==> src/rtl/la_iopwrseq_pkg.sv <==
// -----------------------------------------------------------------------------
// la_iopwrseq_pkg
//   Shared definitions for the io-ring power sequencer.
//   - iopwr_state_t : sequencer states (IDLE, WAIT, UP, ON, DOWN)
//   - DLYW_DEF      : default width of the step-delay input / step counter
//   - TOW_DEF       : default width of the power-good timeout counter
// -----------------------------------------------------------------------------
package la_iopwrseq_pkg;

   typedef enum logic [2:0] {
      IDLE,
      WAIT,
      UP,
      ON,
      DOWN
   } iopwr_state_t;

   localparam int DLYW_DEF = 8;
   localparam int TOW_DEF  = 16;

endpackage

==> src/rtl/la_iopwrsync.sv <==
// -----------------------------------------------------------------------------
// la_iopwrsync
//   Multi-stage synchronizer for a single asynchronous level.
//   Ports:
//     clk    - destination clock
//     nreset - asynchronous active-low reset, clears every stage
//     din    - asynchronous input level
//     dout   - synchronized level, STAGES cycles of latency
//   Parameters:
//     STAGES - number of flops in the chain (>= 2)
// -----------------------------------------------------------------------------
module la_iopwrsync #(
   parameter int STAGES = 2
) (
   input  logic clk,
   input  logic nreset,
   input  logic din,
   output logic dout
);

   if (STAGES < 2) begin : g_bad_stages
      $error("la_iopwrsync: STAGES must be at least 2");
   end

   logic [STAGES-1:0] ff;

   always_ff @(posedge clk or negedge nreset) begin
      if (!nreset) begin
         ff <= '0;
      end else begin
         ff <= {ff[STAGES-2:0], din};
      end
   end

   assign dout = ff[STAGES-1];

endmodule

==> src/rtl/la_iopwrseq.sv <==
// -----------------------------------------------------------------------------
// la_iopwrseq
//   Io-ring power sequencer. Ramps a thermometer-coded enable vector up one
//   segment at a time once the pad supply reports good, and ramps it back
//   down (MSB first) when the request drops or the supply goes away.
//   Ports:
//     clk     - block clock
//     nreset  - asynchronous active-low reset (release synchronized upstream)
//     en      - level request: 1 = ring up, 0 = ring down
//     pwrgood - asynchronous vddio-good from the pad supply
//     dly     - idle cycles between ring steps (sampled at load/reload)
//     ioring  - thermometer-coded ring segment enables (registered)
//     ready   - ring fully up
//     busy    - ramping up or down
//     err     - sticky power-good timeout flag
//   Build option:
//     LA_IOPWRSEQ_TIMEOUT_EN - when defined, a TOW-bit counter bounds the
//     wait for power-good; expiry sets err and returns to IDLE. When
//     undefined, err is tied low and WAIT waits indefinitely.
// -----------------------------------------------------------------------------
module la_iopwrseq
   import la_iopwrseq_pkg::*;
#(
   parameter           PROP  = "DEFAULT",
   parameter           SIDE  = "NO",
   parameter int       RINGW = 8,
   parameter int       DLYW  = DLYW_DEF,
   parameter int       TOW   = TOW_DEF
) (
   input  logic            clk,
   input  logic            nreset,
   input  logic            en,
   input  logic            pwrgood,
   input  logic [DLYW-1:0] dly,
   output logic [RINGW-1:0] ioring,
   output logic            ready,
   output logic            busy,
   output logic            err
);

   if (RINGW < 1 || RINGW > 64) begin : g_bad_ringw
      $error("la_iopwrseq: RINGW must be in 1..64");
   end
   if (SIDE != "NO" && SIDE != "SO" && SIDE != "EA" && SIDE != "WE") begin : g_bad_side
      $error("la_iopwrseq: SIDE must be NO, SO, EA or WE");
   end
   if (PROP == "") begin : g_bad_prop
      $error("la_iopwrseq: PROP must not be empty");
   end
   if (DLYW < 1 || TOW < 1) begin : g_bad_widths
      $error("la_iopwrseq: DLYW and TOW must be at least 1");
   end

   logic            pwrgood_s;
   iopwr_state_t    state;
   logic [DLYW-1:0] cnt;
   logic [RINGW-1:0] up_nxt;
   logic [RINGW-1:0] dn_nxt;
   logic            abort;

   la_iopwrsync #(
      .STAGES (2)
   ) u_sync (
      .clk    (clk),
      .nreset (nreset),
      .din    (pwrgood),
      .dout   (pwrgood_s)
   );

   // Stepping by shift instead of indexing keeps ioring gap-free by
   // construction; the top set bit plays the role of the step index.
   assign up_nxt = (ioring << 1) | RINGW'(1);
   assign dn_nxt = ioring >> 1;
   assign abort  = !en || !pwrgood_s;

`ifdef LA_IOPWRSEQ_TIMEOUT_EN
   logic [TOW-1:0] tocnt;
   logic [TOW-1:0] tonext;
   assign tonext = tocnt + TOW'(1);
`else
   assign err = 1'b0;
`endif

   always_ff @(posedge clk or negedge nreset) begin
      if (!nreset) begin
         state  <= IDLE;
         ioring <= '0;
         ready  <= 1'b0;
         busy   <= 1'b0;
         cnt    <= '0;
`ifdef LA_IOPWRSEQ_TIMEOUT_EN
         err    <= 1'b0;
         tocnt  <= '0;
`endif
      end else begin
         case (state)
            IDLE: begin
               ioring <= '0;
               ready  <= 1'b0;
               busy   <= 1'b0;
`ifdef LA_IOPWRSEQ_TIMEOUT_EN
               tocnt  <= '0;
               if (!en) begin
                  err <= 1'b0;
               end
`endif
               if (en && !err) begin
                  state <= WAIT;
               end
            end
            WAIT: begin
               if (!en) begin
                  state <= IDLE;
               end else if (pwrgood_s) begin
                  state <= UP;
                  cnt   <= dly;
                  busy  <= 1'b1;
               end
`ifdef LA_IOPWRSEQ_TIMEOUT_EN
               else if (&tonext) begin
                  err   <= 1'b1;
                  state <= IDLE;
               end else begin
                  tocnt <= tonext;
               end
`endif
            end
            UP: begin
               if (abort) begin
                  state <= DOWN;
                  cnt   <= dly;
               end else if (cnt == '0) begin
                  ioring <= up_nxt;
                  cnt    <= dly;
                  if (&up_nxt) begin
                     state <= ON;
                     busy  <= 1'b0;
                  end
               end else begin
                  cnt <= cnt - DLYW'(1);
               end
            end
            ON: begin
               // ready rises the cycle after the last segment is enabled
               if (abort) begin
                  state <= DOWN;
                  cnt   <= dly;
                  ready <= 1'b0;
                  busy  <= 1'b1;
               end else begin
                  ready <= 1'b1;
               end
            end
            DOWN: begin
               // en is deliberately ignored here; the ramp always completes
               if (ioring == '0) begin
                  state <= IDLE;
                  busy  <= 1'b0;
               end else if (cnt == '0) begin
                  ioring <= dn_nxt;
                  cnt    <= dly;
               end else begin
                  cnt <= cnt - DLYW'(1);
               end
            end
            default: begin
               state <= IDLE;
            end
         endcase
      end
   end

endmodule

==> config.mk <==
export PLATFORM = sky130hd
export DESIGN_NAME = la_iopwrseq
export DESIGN_NICKNAME = d
export VERILOG_FILES = /design/src/rtl/la_iopwrseq_pkg.sv /design/src/rtl/la_iopwrsync.sv /design/src/rtl/la_iopwrseq.sv
export SDC_FILE = /design/constraint.sdc
export NUM_CORES = 1
export LEC_CHECK = 0
export BUFFER_PORTS_ARGS = -buffer_cell sky130_fd_sc_hd__buf_2
export CAP_MARGIN = 40
export CORE_UTILIZATION = 55
export CTS_BUF_LIST = sky130_fd_sc_hd__clkbuf_4 sky130_fd_sc_hd__clkbuf_8 sky130_fd_sc_hd__clkbuf_16
export CTS_CLUSTER_DIAMETER = 80
export DETAILED_ROUTE_END_ITERATION = 12
export PLACE_DENSITY_LB_ADDON = 0.3
export SYNTH_ARGS = -nofsm -noshare
export SYNTH_HDL_FRONTEND = slang
export SYNTH_SLANG_ARGS = --single-unit
==> constraint.sdc <==
create_clock -name clk -period 3 [get_ports clk]
set_input_delay 0.3 -clock clk [delete_from_list [all_inputs] [get_ports clk]]
set_output_delay 0.3 -clock clk [all_outputs]
set_load 0.005 [all_outputs]
# Yosys cells after proc, flatten, opt, wreduce, memory -nomap -nowiden
# Index checks and enable logic that the tools add are counted.
dict set report totals {
  regBits 23
  in_bits 12
  out_inout_bits 11
  word_cells 70
}
dict set report classes {
  add_sub_neg 1
  eq_ne 17
  mux 31
  n_reduce_logical 15
}
# operator n
set ops {}
lappend ops {{$mux W8} 10}
lappend ops {{$pmux W8 S4} 1}
lappend ops {{$mux W3} 8}
lappend ops {{$pmux W8 S3} 1}
lappend ops {{$ne A2 B2 Y1 const B} 9}
lappend ops {{$logic_not A8 Y1} 2}
lappend ops {{$pmux W3 S5} 1}
lappend ops {{$reduce_and A5 Y1} 2}
lappend ops {{$mux W1} 8}
lappend ops {{$reduce_and A8 Y1} 1}
lappend ops {{$sub A8 B1 Y8 const B} 1}
lappend ops {{$reduce_and A7 Y1} 1}
lappend ops {{$eq A3 B2 Y1 const B} 2}
lappend ops {{$ne A3 B3 Y1 const B} 2}
lappend ops {{$reduce_and A6 Y1} 1}
lappend ops {{$pmux W1 S5} 1}
lappend ops {{$reduce_bool A5 Y1} 1}
lappend ops {{$reduce_bool A4 Y1} 1}
lappend ops {{$eq A3 B1 Y1 const B} 1}
lappend ops {{$eq A3 B3 Y1 const B} 1}
lappend ops {{$logic_not A3 Y1} 1}
lappend ops {{$ne A3 B2 Y1 const B} 1}
lappend ops {{$reduce_bool A3 Y1} 1}
lappend ops {{$logic_not A1 Y1} 2}
lappend ops {{4 further kinds} 4}

# Depth between registers and ports, before layout
# Gate-level depths: netlist (run 1).
dict set report depth {
  depth_word 5
  ltp_mapped 8
  ltp_nobuf 7
}

# By module
# A second synthesis (run 1) with hierarchy kept.
dict set report unflattened {
  cells_unflattened 143
  hier_area_um2 1347.5
}
# module instances cells_per_inst area_each_um2 seq_area_each_um2
set modules_own_cells {}
lappend modules_own_cells {la_iopwrseq 1 141 1297.5 525.5}
lappend modules_own_cells {la_iopwrsync 1 2 50.0 50.0}

# Worst setup path after synthesis (run 1)
# Ideal clock, no wire load.
dict set report synth_timing {
  path_type {register -> register}
  start {register cnt[0]}
  end {register ioring[0]}
  setup_ps 125
  arrival_time_ps 2263
  required_ps 2875
  path_slack_ps 613
  stages_incl_launch_ff 8
  n_path_buf 0
  period_less_slack_ps 2387
  path_cell_list {dfrtp_1 -> inv_1 -> ha_1 -> nor3b_1 -> nand2_2 -> or3b_1 -> a221oi_4 -> mux2_2}
}
dict set report synth_via {
  elab_chain_cells 3
  word_cells_on_any_way 4
  classes_between {eq/ne: 2; reduce/logical: 2}
}
# item line
set synth_lines {}
lappend synth_lines {{from (decl)} la_iopwrseq.sv:56} ;# logic [DLYW-1:0] cnt;
lappend synth_lines {{from (signal assigned)} la_iopwrseq.sv:116} ;# cnt <= dly;
lappend synth_lines {{from (signal assigned)} la_iopwrseq.sv:131} ;# cnt <= dly;
lappend synth_lines {{from (signal assigned)} la_iopwrseq.sv:134} ;# cnt <= dly;
lappend synth_lines {{$logic_not A8 Y1 *} {la_iopwrseq.sv:132, la_iopwrseq.sv:159}}
lappend synth_lines {{$ne A2 B2 Y1 (no line)} --}
lappend synth_lines {{$reduce_and A5 Y1 (no line) *} --}
lappend synth_lines {{to (signal assigned)} la_iopwrseq.sv:133} ;# ioring <= up_nxt;
lappend synth_lines {{to (signal assigned)} la_iopwrseq.sv:160} ;# ioring <= dn_nxt;
lappend synth_lines {{to (decl)} la_iopwrseq.sv:35} ;# output logic [RINGW-1:0] ioring,
# Every way passes the cells marked *; elsewhere a longest branch is shown, timed or not.
# A chain may end at the register's enable or synchronous reset.

# Final worst setup path (run 1)
dict set report layout_timing {
  start {register cnt[0]}
  end {register ioring[5]}
}
# The elaborated chain is that of the path after synthesis.

==> out/qor.yml, run 1 <==
clk_latency_ns: 0.31
timing.hold.ws_ns: 0.0859
p_seq_share_pct: 42.5
status: "finished, final reports clean"
clkPwrFrac_pct: 11.3
ctsResizeCount: 0
synthCells: 151
ys_seq_area_share_pct: 41.1
path_cells: "inv_1, ha_1, nor3b_1, nand2_2, or3b_1, a221oi_4, mux2_2"
synthMuxAreaShare_pct: 7.25
drive_gt1_share_pct: 24.4
swShare_pct: 43.9
required_ns: 3.21
die_width_um: 52.4
final_area_um2: 1570
drv_cap: 0
synth_compound_area_share_pct: 20.9
placed_cell_area_um2: 1530
cts.htree.levels: 1
syn_area_um2: 1400
dp_hpwl_mm: 2.27
slowest_stage: "a221oi_4"
finClkSkew_ns: 0.00298
combPwrFrac_pct: 46.2
clock_path_buffers: 2
synth-adder-area-share_pct: 1.79
period_minus_slack_ns: 2.67
power_switching_mw: 0.572
port_buffers: 21
grt_start_max_net_pins: 24
drc_errors: 0
slew-limit-headroom_pct: 53.2
dp_slack_ns: 0.374
cp-start-kind: "register"
dr.first_iter.drc_count: 59
grt-ovfl-total: 0
synth_top_family_by_area: "simple AND/OR/NAND/NOR gates"
gp_congestion: 0.804
critPathTopFamily: "simple AND/OR/NAND/NOR gates"
hold_buffers: 1
layout_common_cells: "dfrtp_1, buf_2, nor2_1, nand2_1, a22oi_1"
total_power_mw: 1.30
antenna_left: 0
worst_slack_ns: 0.331
rsz0062_at_grt: "no"
grt_use_total_pct: 25.6
antenna_found_initial: 0
grt_pass1_vias: 1099
tightest_slew_ns: 0.702
path_max_fanout: 8
finalNetCount: 187
syn_to_final_growth_pct: 11.9
grt_pass1_wl_mm: 5.20
fin_setup_tns_ns: 0
path_buf_inv: 1
min_period_over_period_pct: 89.0
syn-num-nets: 165
clock.fmax_mhz: 375
finalHoldViolCount: 0
wl_per_cell_um: 15.7
synth_cell_types: 42
ys_ff_latch: 23
p_leak_nw: 0.718
numCtsBuffers: 3
intPower_mw: 0.730
cts_tree: "yes"
die-area_um2: 2750
peakVddDrop_uv: 476
powerDensity_nw_per_um2: 832
clockRootBuffer: "clkbuf_4"
max_stage_delay_ns: 0.51
post_cts_buffers: 0
critical_path_class: "reg -> reg"
hold_class: "in -> reg"
avgSynthCellArea_um2: 9.26
cts_sinks: 23
die_h_um: 52.4
critPathCaptureType: "register"
rows: 17
path_clk_slew_ns: 0.13
slew_violations: 0
final_common_cell: "dfrtp_1"
vias: 1256
finalSetupViolCount: 0
ys_warn_count: 0
cp.arrival_ns: 2.88
n_antenna_cell: 0
coreArea_um2: 2300
start_util_pct: 60.9
dr.pass1.iters: 5
io_pins: 23
synthXorXnorAreaFrac_pct: 1.25
wirelength_mm: 3.15
viasPerCell: 6.28
yosys.area_share.simple_pct: 23.3
[cell usage after synthesis]
| cell | count | area (um2) |
|---|---|---|
| a211oi_1 | 1 | 7.51 |
| a21oi_1 | 8 | 40.0 |
| a221oi_1 | 1 | 8.76 |
| a221oi_4 | 1 | 26.3 |
| a222oi_1 | 3 | 30.0 |
| a22o_1 | 1 | 8.76 |
| a22oi_1 | 10 | 75.1 |
| a31oi_1 | 1 | 6.26 |
| a32o_1 | 1 | 10.0 |
| and2b_1 | 1 | 7.51 |
| and3_1 | 2 | 12.5 |
| and4_1 | 1 | 8.76 |
| buf_1 | 1 | 3.75 |
| buf_2 | 2 | 10.0 |
| buf_4 | 1 | 7.51 |
| clkbuf_1 | 4 | 15.0 |
| clkbuf_2 | 1 | 5.00 |
| conb_1 | 1 | 3.75 |
| dfrtp_1 | 23 | 576 |
| ha_1 | 2 | 25.0 |
| inv_1 | 4 | 15.0 |
| mux2_2 | 9 | 101 |
| nand2_1 | 14 | 52.6 |
| nand2_2 | 1 | 6.26 |
| nand2b_1 | 2 | 12.5 |
| nand3_1 | 4 | 20.0 |
| nand4_1 | 2 | 12.5 |
| nand4b_1 | 1 | 8.76 |
| nand4bb_1 | 1 | 11.3 |
| nor2_1 | 19 | 71.3 |
| nor2b_1 | 4 | 25.0 |
| nor3_1 | 3 | 15.0 |
| nor3b_1 | 1 | 7.51 |
| nor4_1 | 3 | 18.8 |
| nor4_4 | 1 | 21.3 |
| o21ai_0 | 6 | 30.0 |
| o22ai_1 | 2 | 12.5 |
| o2bb2a_1 | 2 | 20.0 |
| o2bb2ai_1 | 2 | 17.5 |
| or2_2 | 1 | 6.26 |
| or3b_1 | 1 | 8.76 |
| xnor2_1 | 2 | 17.5 |
[layer usage]
layer / part of all wire [%] / GRT usage (%) / vias to the layer above / routed length (um)
met2: 49 / 42.4 / 49 / 1540
met4: 0.89 / 5.26 / 0 / 28
met3: 5.6 / 3.77 / 4 / 176
li1: - / - / 596 / -
met5: 0 / 0 / - / 0
met1: 44 / 35.2 / 607 / 1400
[cell families (layout without fill, tap and decap cells)]
| group | Yosys count | count (layout) |
|---|---|---|
| and+or+nand+nor | 62 | 62 |
| buffers and inverters | 13 | 34 |
| muxes | 9 | 9 |
| xor gates and xnor gates | 2 | 2 |
| other | 1 | 1 |
| adders and majority gates | 2 | 2 |
| DFF | 23 | 23 |
| AOI/OAI and AO/OA | 39 | 39 |
[path summary, 6_finish.rpt]
path | cells after the start | to | from | slack (ns)
setup / recovery | 7 | ioring[5] | cnt[0] | 0.33
hold reg to reg | 0 | u_sync.ff[1] | u_sync.ff[0] | 0.39
setup reg to reg | 7 | ioring[5] | cnt[0] | 0.33
min in group asynchronous | 2 | cnt[6] | nreset | 0.47
max in group asynchronous | 2 | ioring[6] | nreset | 2.19
hold / removal | 1 | u_sync.ff[0] | pwrgood | 0.09
[area by class of cell]
type	instances	area [um2]
clock buffer	3	22.5
clock inverter	1	5.00
fill	198	732
inverter	4	15.0
multi-input combinational	115	767
sequential	23	576
tap	28	35.0
timing repair buffer	26	145
[power groups by stage]
| stage | logic (mW) | clock network (mW) | registers, mW |
|---|---|---|---|
| 3_5_place_dp | 0.591 | 0 | 0.558 |
| 4_1_cts | 0.596 | 0.149 | 0.551 |
| 6_report | 0.601 | 0.147 | 0.554 |
| 3_3_place_gp | 0.569 | 0 | 0.547 |
| 5_1_grt | 0.662 | 0.163 | 0.570 |
| 2_1_floorplan | 0.518 | 0 | 0.476 |
[through the flow]
step	std cells	util [%]
floorplan	151	-
global placement	195	66.5
detailed placement	195	66.5
CTS	200	68.1
global route	200	68.1
finish	200	68.1
[registers in the layout (all words and copies together), names as in the netlist]
name       flops
busy           1
cnt            8
ioring         8
ready          1
state          3
u_sync.ff      2
Note: power is estimated with default switching activity, not from simulation.
==> run 2, diff against run 1 <==
- SETUP_SLACK_MARGIN: default -> 0.2
- clock period: 3 -> 3.4 ns (I/O delays scaled with it)
==> run 2 against run 1 <==
Against the previous run: clock power decreased by 5%; maximum frequency increased by 0.17%; sequential power decreased by 12%; sequential cell count unchanged; global-route usage decreased by 0.81 points; die area unchanged; cell area decreased by 0.80%; hold slack improved by 0.026 ns; critical path depth unchanged; count of clock-buffer cells in the layout increased by 1; register-to-register slack improved by 0.40 ns; clock skew about the same; critical endpoint is now ioring[7]; largest cell class unchanged.
==> out/qor.yml, run 2 (synthesized netlist as in run 1, its figures left out) <==
status: "finished, final reports clean"
p_leak_nw: 0.709  # -1.2%
critical_path_class: "reg -> reg"
die_h_um: 52.4  # unchanged
path_cells: "inv_1, ha_1, nor3b_1, nand2_2, or3b_1, a221oi_4, mux2_2"
final_cells: 198  # -1.0%
antenna_left: 0  # unchanged
layout_common_cells: "dfrtp_1, buf_2, nor2_1, nand2_1, a22oi_1"
max_stage_delay_ns: 0.52  # about the same
viasPerCell: 6.19  # -1.4%
r2r-start: "cnt[0]"
postLayoutCoreUtil_pct: 67.6  # -0.54 points
numCtsBuffers: 3  # unchanged
final_common_cell: "dfrtp_1"
antenna_found_initial: 0  # unchanged
placed_cell_area_um2: 1510  # -0.98%
grtUsageMet2_pct: 36.7  # -5.7 points
vias: 1226  # -2.4%
grt_use_total_pct: 24.8  # -0.81 points
finalSetupViolCount: 0  # unchanged
n_antenna_cell: 0  # unchanged
slew_violations: 0  # unchanged
min_period_over_period_pct: 78.4  # -11 points
fillers: 193  # -2.5%
drc_errors: 0  # unchanged
required_ns: 3.62  # +0.41 ns
timing.hold.ws_ns: 0.112  # +0.0260 ns
met3_usage_pct: 4.06  # +0.29 points
cts_tree: "yes"
coreArea_um2: 2300  # unchanged
cp.arrival_ns: 2.88  # about the same
clock.fmax_mhz: 375  # +0.17%
path_clk_slew_ns: 0.13  # about the same
wirelength_mm: 2.92  # -7.2%
final_area_um2: 1550  # -0.80%
dp_hpwl_mm: 2.08  # -8.3%
grt_pass1_wl_mm: 4.97  # -4.5%
cp-start-kind: "register"
slew-limit-headroom_pct: 54.6  # +1.5 points
rsz0062_at_grt: "no"
die_width_um: 52.4  # unchanged
critPathLaunch: "cnt[0]"
drive_gt1_share_pct: 23.5  # -0.89 points
slowest_stage: "a221oi_4"
place_inst: 193  # -1.0%
worst_slack_ns: 0.736  # +0.405 ns
port_buffers: 21  # unchanged
wl_per_cell_um: 14.8  # -6.2%
finalNetCount: 185  # -1.1%
finClkSkew_ns: 0.00265  # -0.000324 ns
seq_area_um2: 576  # unchanged
clockRootBuffer: "clkbuf_4"
hold_start: "pwrgood"
grt_use_met1_pct: 35.6  # +0.38 points
fin_setup_tns_ns: 0  # unchanged
path_max_fanout: 8  # unchanged
gp_congestion: 0.801  # -0.27%
reg_top3: "cnt x8, ioring x8, state x3"
dp_slack_ns: 0.819  # +0.445 ns
rows: 17  # unchanged
grt_pass1_vias: 1081  # -1.6%
period_minus_slack_ns: 2.66  # -0.00466 ns
cts.htree.levels: 1  # unchanged
grt_start_max_net_pins: 24  # unchanged
peakVddDrop_uv: 455  # -4.5%
clk_latency_ns: 0.32  # about the same
die-area_um2: 2750  # unchanged
tightest_slew_ns: 0.680  # -0.0218 ns
dr.first_iter.drc_count: 51  # -14%
powerDensity_nw_per_um2: 736  # -12%
ctsResizeCount: 0  # unchanged
critPathCaptureType: "register"
hold_class: "in -> reg"
syn_to_final_growth_pct: 11.0
grt-ovfl-total: 0  # unchanged
io_pins: 23  # unchanged
total_power_mw: 1.14  # -12%
multiInputGateArea_um2: 767  # unchanged
start_util_pct: 60.9  # unchanged
clock_path_buffers: 2  # unchanged
cts_sinks: 23  # unchanged
finalHoldViolCount: 0  # unchanged
grt.busiest_layer: "met2"
dr.pass1.iters: 4  # -1
drv_cap: 0  # unchanged
==> run 2: final timing paths <==
check | end | slack [ns] | cells after the start
max in group asynchronous | ioring[1] | 2.55 | 2
min | u_sync.ff[0] | 0.11 | 1
min in group asynchronous | ready | 0.51 | 2
max reg2reg | ioring[7] | 0.74 | 7
max | ioring[7] | 0.74 | 7
min reg2reg | u_sync.ff[1] | 0.37 | 0
==> run 2: area by class of cell <==
type,instances,share of cell area (%)
Multi-Input combinational cell,115,49.4
Sequential cell,23,37.1
Timing Repair Buffer,24,8.38
Tap cell,28,2.26
Clock buffer,4,1.93
Inverter,4,0.967
==> run 2: what timing repair did <==
| action | CTS | global route |
|---|---|---|
| setup buffers | 0 | 0 |
| hold buffers | 1 | 0 |
| hold endpoints to repair | 23 | 0 |
==> run 2: power by group <==
group	switching, mW	internal (mW)
registers	0.136	0.349
logic	0.275	0.242
clock network	0.0862	0.0540
==> run 2: worst max-delay path, delay by kind of cell (launching register included) <==
| family | cells | cell delay [ns] |
|---|---|---|
| flops | 1 | 0.41 |
| buf+inv | 1 | 0.10 |
| fa+ha+maj | 1 | 0.15 |
| simple gates | 3 | 0.97 |
| compound gates | 1 | 0.52 |
| mux | 1 | 0.39 |
==> run 2: layer usage <==
metal / up-vias / wire [um]
met5: - / 0
met4: 0 / 43
met3: 5 / 175
met2: 46 / 1350
met1: 577 / 1360
li1: 598 / -
==> run 3, diff against run 2 <==
- clock period: 3.4 -> 2.7 ns (I/O delays scaled with it)
==> run 3 against run 2 <==
Against the previous run: via count grew 3.3%; cell area grew 3.7%; global-route usage grew 0.64 points; sequential power grew 26%; critical path type unchanged; highest routed layer unchanged.
==> out/qor.yml, run 3 (synthesized netlist as in run 1, its figures left out) <==
dr.pass1.iters: 4  # unchanged
grt-ovfl-total: 0  # unchanged
cts_sinks: 23  # unchanged
clockRootBuffer: "clkbuf_4"
clock.fmax_mhz: 415  # +11%
place_inst: 198  # +2.6%
grt_use_total_pct: 25.4  # +0.64 points
drv_cap: 0  # unchanged
path_buf_inv: 2  # +1
fillers: 179  # -7.3%
numCtsBuffers: 3  # unchanged
cp.arrival_ns: 2.63  # -0.25 ns
grt_pass1_wl_mm: 5.11  # +2.9%
finalNetCount: 191  # +3.2%
peakVddDrop_uv: 600  # +32%
gp_congestion: 0.832  # +3.8%
clk_latency_ns: 0.32  # about the same
critPathLaunch: "cnt[0]"
viasPerCell: 6.21  # +0.30%
coreArea_um2: 2300  # unchanged
fin_setup_tns_ns: 0  # unchanged
min_period_over_period_pct: 89.3  # +11 points
wl_per_cell_um: 15.3  # +3.5%
path_clk_slew_ns: 0.12  # about the same
p_leak_nw: 0.742  # +4.8%
reg_top3: "cnt x8, ioring x8, state x3"
vias: 1267  # +3.3%
die-area_um2: 2750  # unchanged
antenna_found_initial: 0  # unchanged
grt_pass1_vias: 1103  # +2.0%
dp_hpwl_mm: 2.20  # +5.9%
path_max_fanout: 8  # unchanged
finalSetupViolCount: 0  # unchanged
max_stage_delay_ns: 0.42  # -0.10 ns
tightest_slew_ns: 0.627  # -0.0537 ns
dr.first_iter.drc_count: 52  # +2.0%
final_cells: 204  # +3.0%
slowest_stage: "dfrtp_1"
finClkSkew_ns: 0.00149  # -0.00117 ns
start_util_pct: 60.9  # unchanged
critical_path_class: "reg -> reg"
cp-start-kind: "register"
cts.htree.levels: 1  # unchanged
drive_gt1_share_pct: 26.1  # +2.6 points
drc_errors: 0  # unchanged
rsz0062_at_grt: "no"
rows: 17  # unchanged
die_h_um: 52.4  # unchanged
slew_violations: 0  # unchanged
hold_start: "pwrgood"
die_width_um: 52.4  # unchanged
powerDensity_nw_per_um2: 950  # +29%
final_area_um2: 1610  # +3.7%
syn_to_final_growth_pct: 15.1
critPathCaptureType: "register"
antenna_left: 0  # unchanged
grt_start_max_net_pins: 24  # unchanged
clock_path_buffers: 2  # unchanged
required_ns: 2.92  # -0.70 ns
hold_class: "in -> reg"
port_buffers: 21  # unchanged
n_antenna_cell: 0  # unchanged
io_pins: 23  # unchanged
cts_tree: "yes"
wirelength_mm: 3.12  # +6.7%
period_minus_slack_ns: 2.41  # -0.254 ns
critPathTopFamily: "simple AND/OR/NAND/NOR gates"
finalHoldViolCount: 0  # unchanged
path_cells: "inv_1, ha_1, nor3b_1, nand2_2, or3b_1, a221oi_4, buf_12, mux2_2"
placed_cell_area_um2: 1550  # +2.5%
slew-limit-headroom_pct: 58.2  # +3.6 points
layout_common_cells: "dfrtp_1, buf_2, nor2_1, nand2_1, a22oi_1"
r2r-start: "cnt[0]"
final_common_cell: "dfrtp_1"
status: "finished, final reports clean"
run 3: cell type report:
| type | instances | area [um2] | share of cell area [%] |
|---|---|---|---|
| multi-input cells | 115 | 767 | 47.6 |
| inverters | 4 | 15.0 | 0.932 |
| clock buffers | 4 | 30.0 | 1.86 |
| flip-flops and latches | 23 | 576 | 35.7 |
| repair buffers | 30 | 188 | 11.7 |
| well taps | 28 | 35.0 | 2.18 |
run 3: routing by layer:
| metal | wire, um | track usage [%] | vias up |
|---|---|---|---|
| li1 | - | - | 608 |
| met2 | 1500 | 36.9 | 37 |
| met3 | 161 | 4.06 | 5 |
| met1 | 1410 | 36.7 | 617 |
| met4 | 42 | 11.4 | 0 |
| met5 | 0 | 0 | - |
run 3: power by group:
group	internal (mW)	switching, mW	leakage [nW]
clock	0.0679	0.106	0.0184
combinational	0.374	0.371	0.431
sequential	0.440	0.172	0.293
total	0.881	0.649	0.742
run 3: through the flow:
step / utilization (%) / power, mW / hold slack, ns / worst slack, ns
global placement: 67.5 / 1.26 / 0.267 / 0.318
global route: 70.1 / 1.64 / 0.0421 / 0.205
floorplan: - / 1.10 / -0.0256 / 0.313
CTS: 69.2 / 1.48 / 0.0430 / 0.209
finish: 70.1 / 1.53 / 0.0464 / 0.290
detailed placement: 67.5 / 1.30 / 0.277 / 0.228
run 3: what timing repair did:
action                                  4_1_cts  5_1_grt
endpoints found under the setup margin        0        8
hold buffers                                  1        0
buffers inserted                              0        1
hold endpoints to repair                     23        0
gates resized for setup                       0        0
run 3: final timing paths:
kind	end	slack (ns)	cells past startpoint
worst min-delay path	u_sync.ff[0]	0.05	1
worst min register to register	u_sync.ff[1]	0.38	0
min in group asynchronous	ready	0.44	2
max in group asynchronous	cnt[0]	1.92	2
worst max-delay path	ioring[6]	0.29	8
worst max register to register	ioring[6]	0.29	8
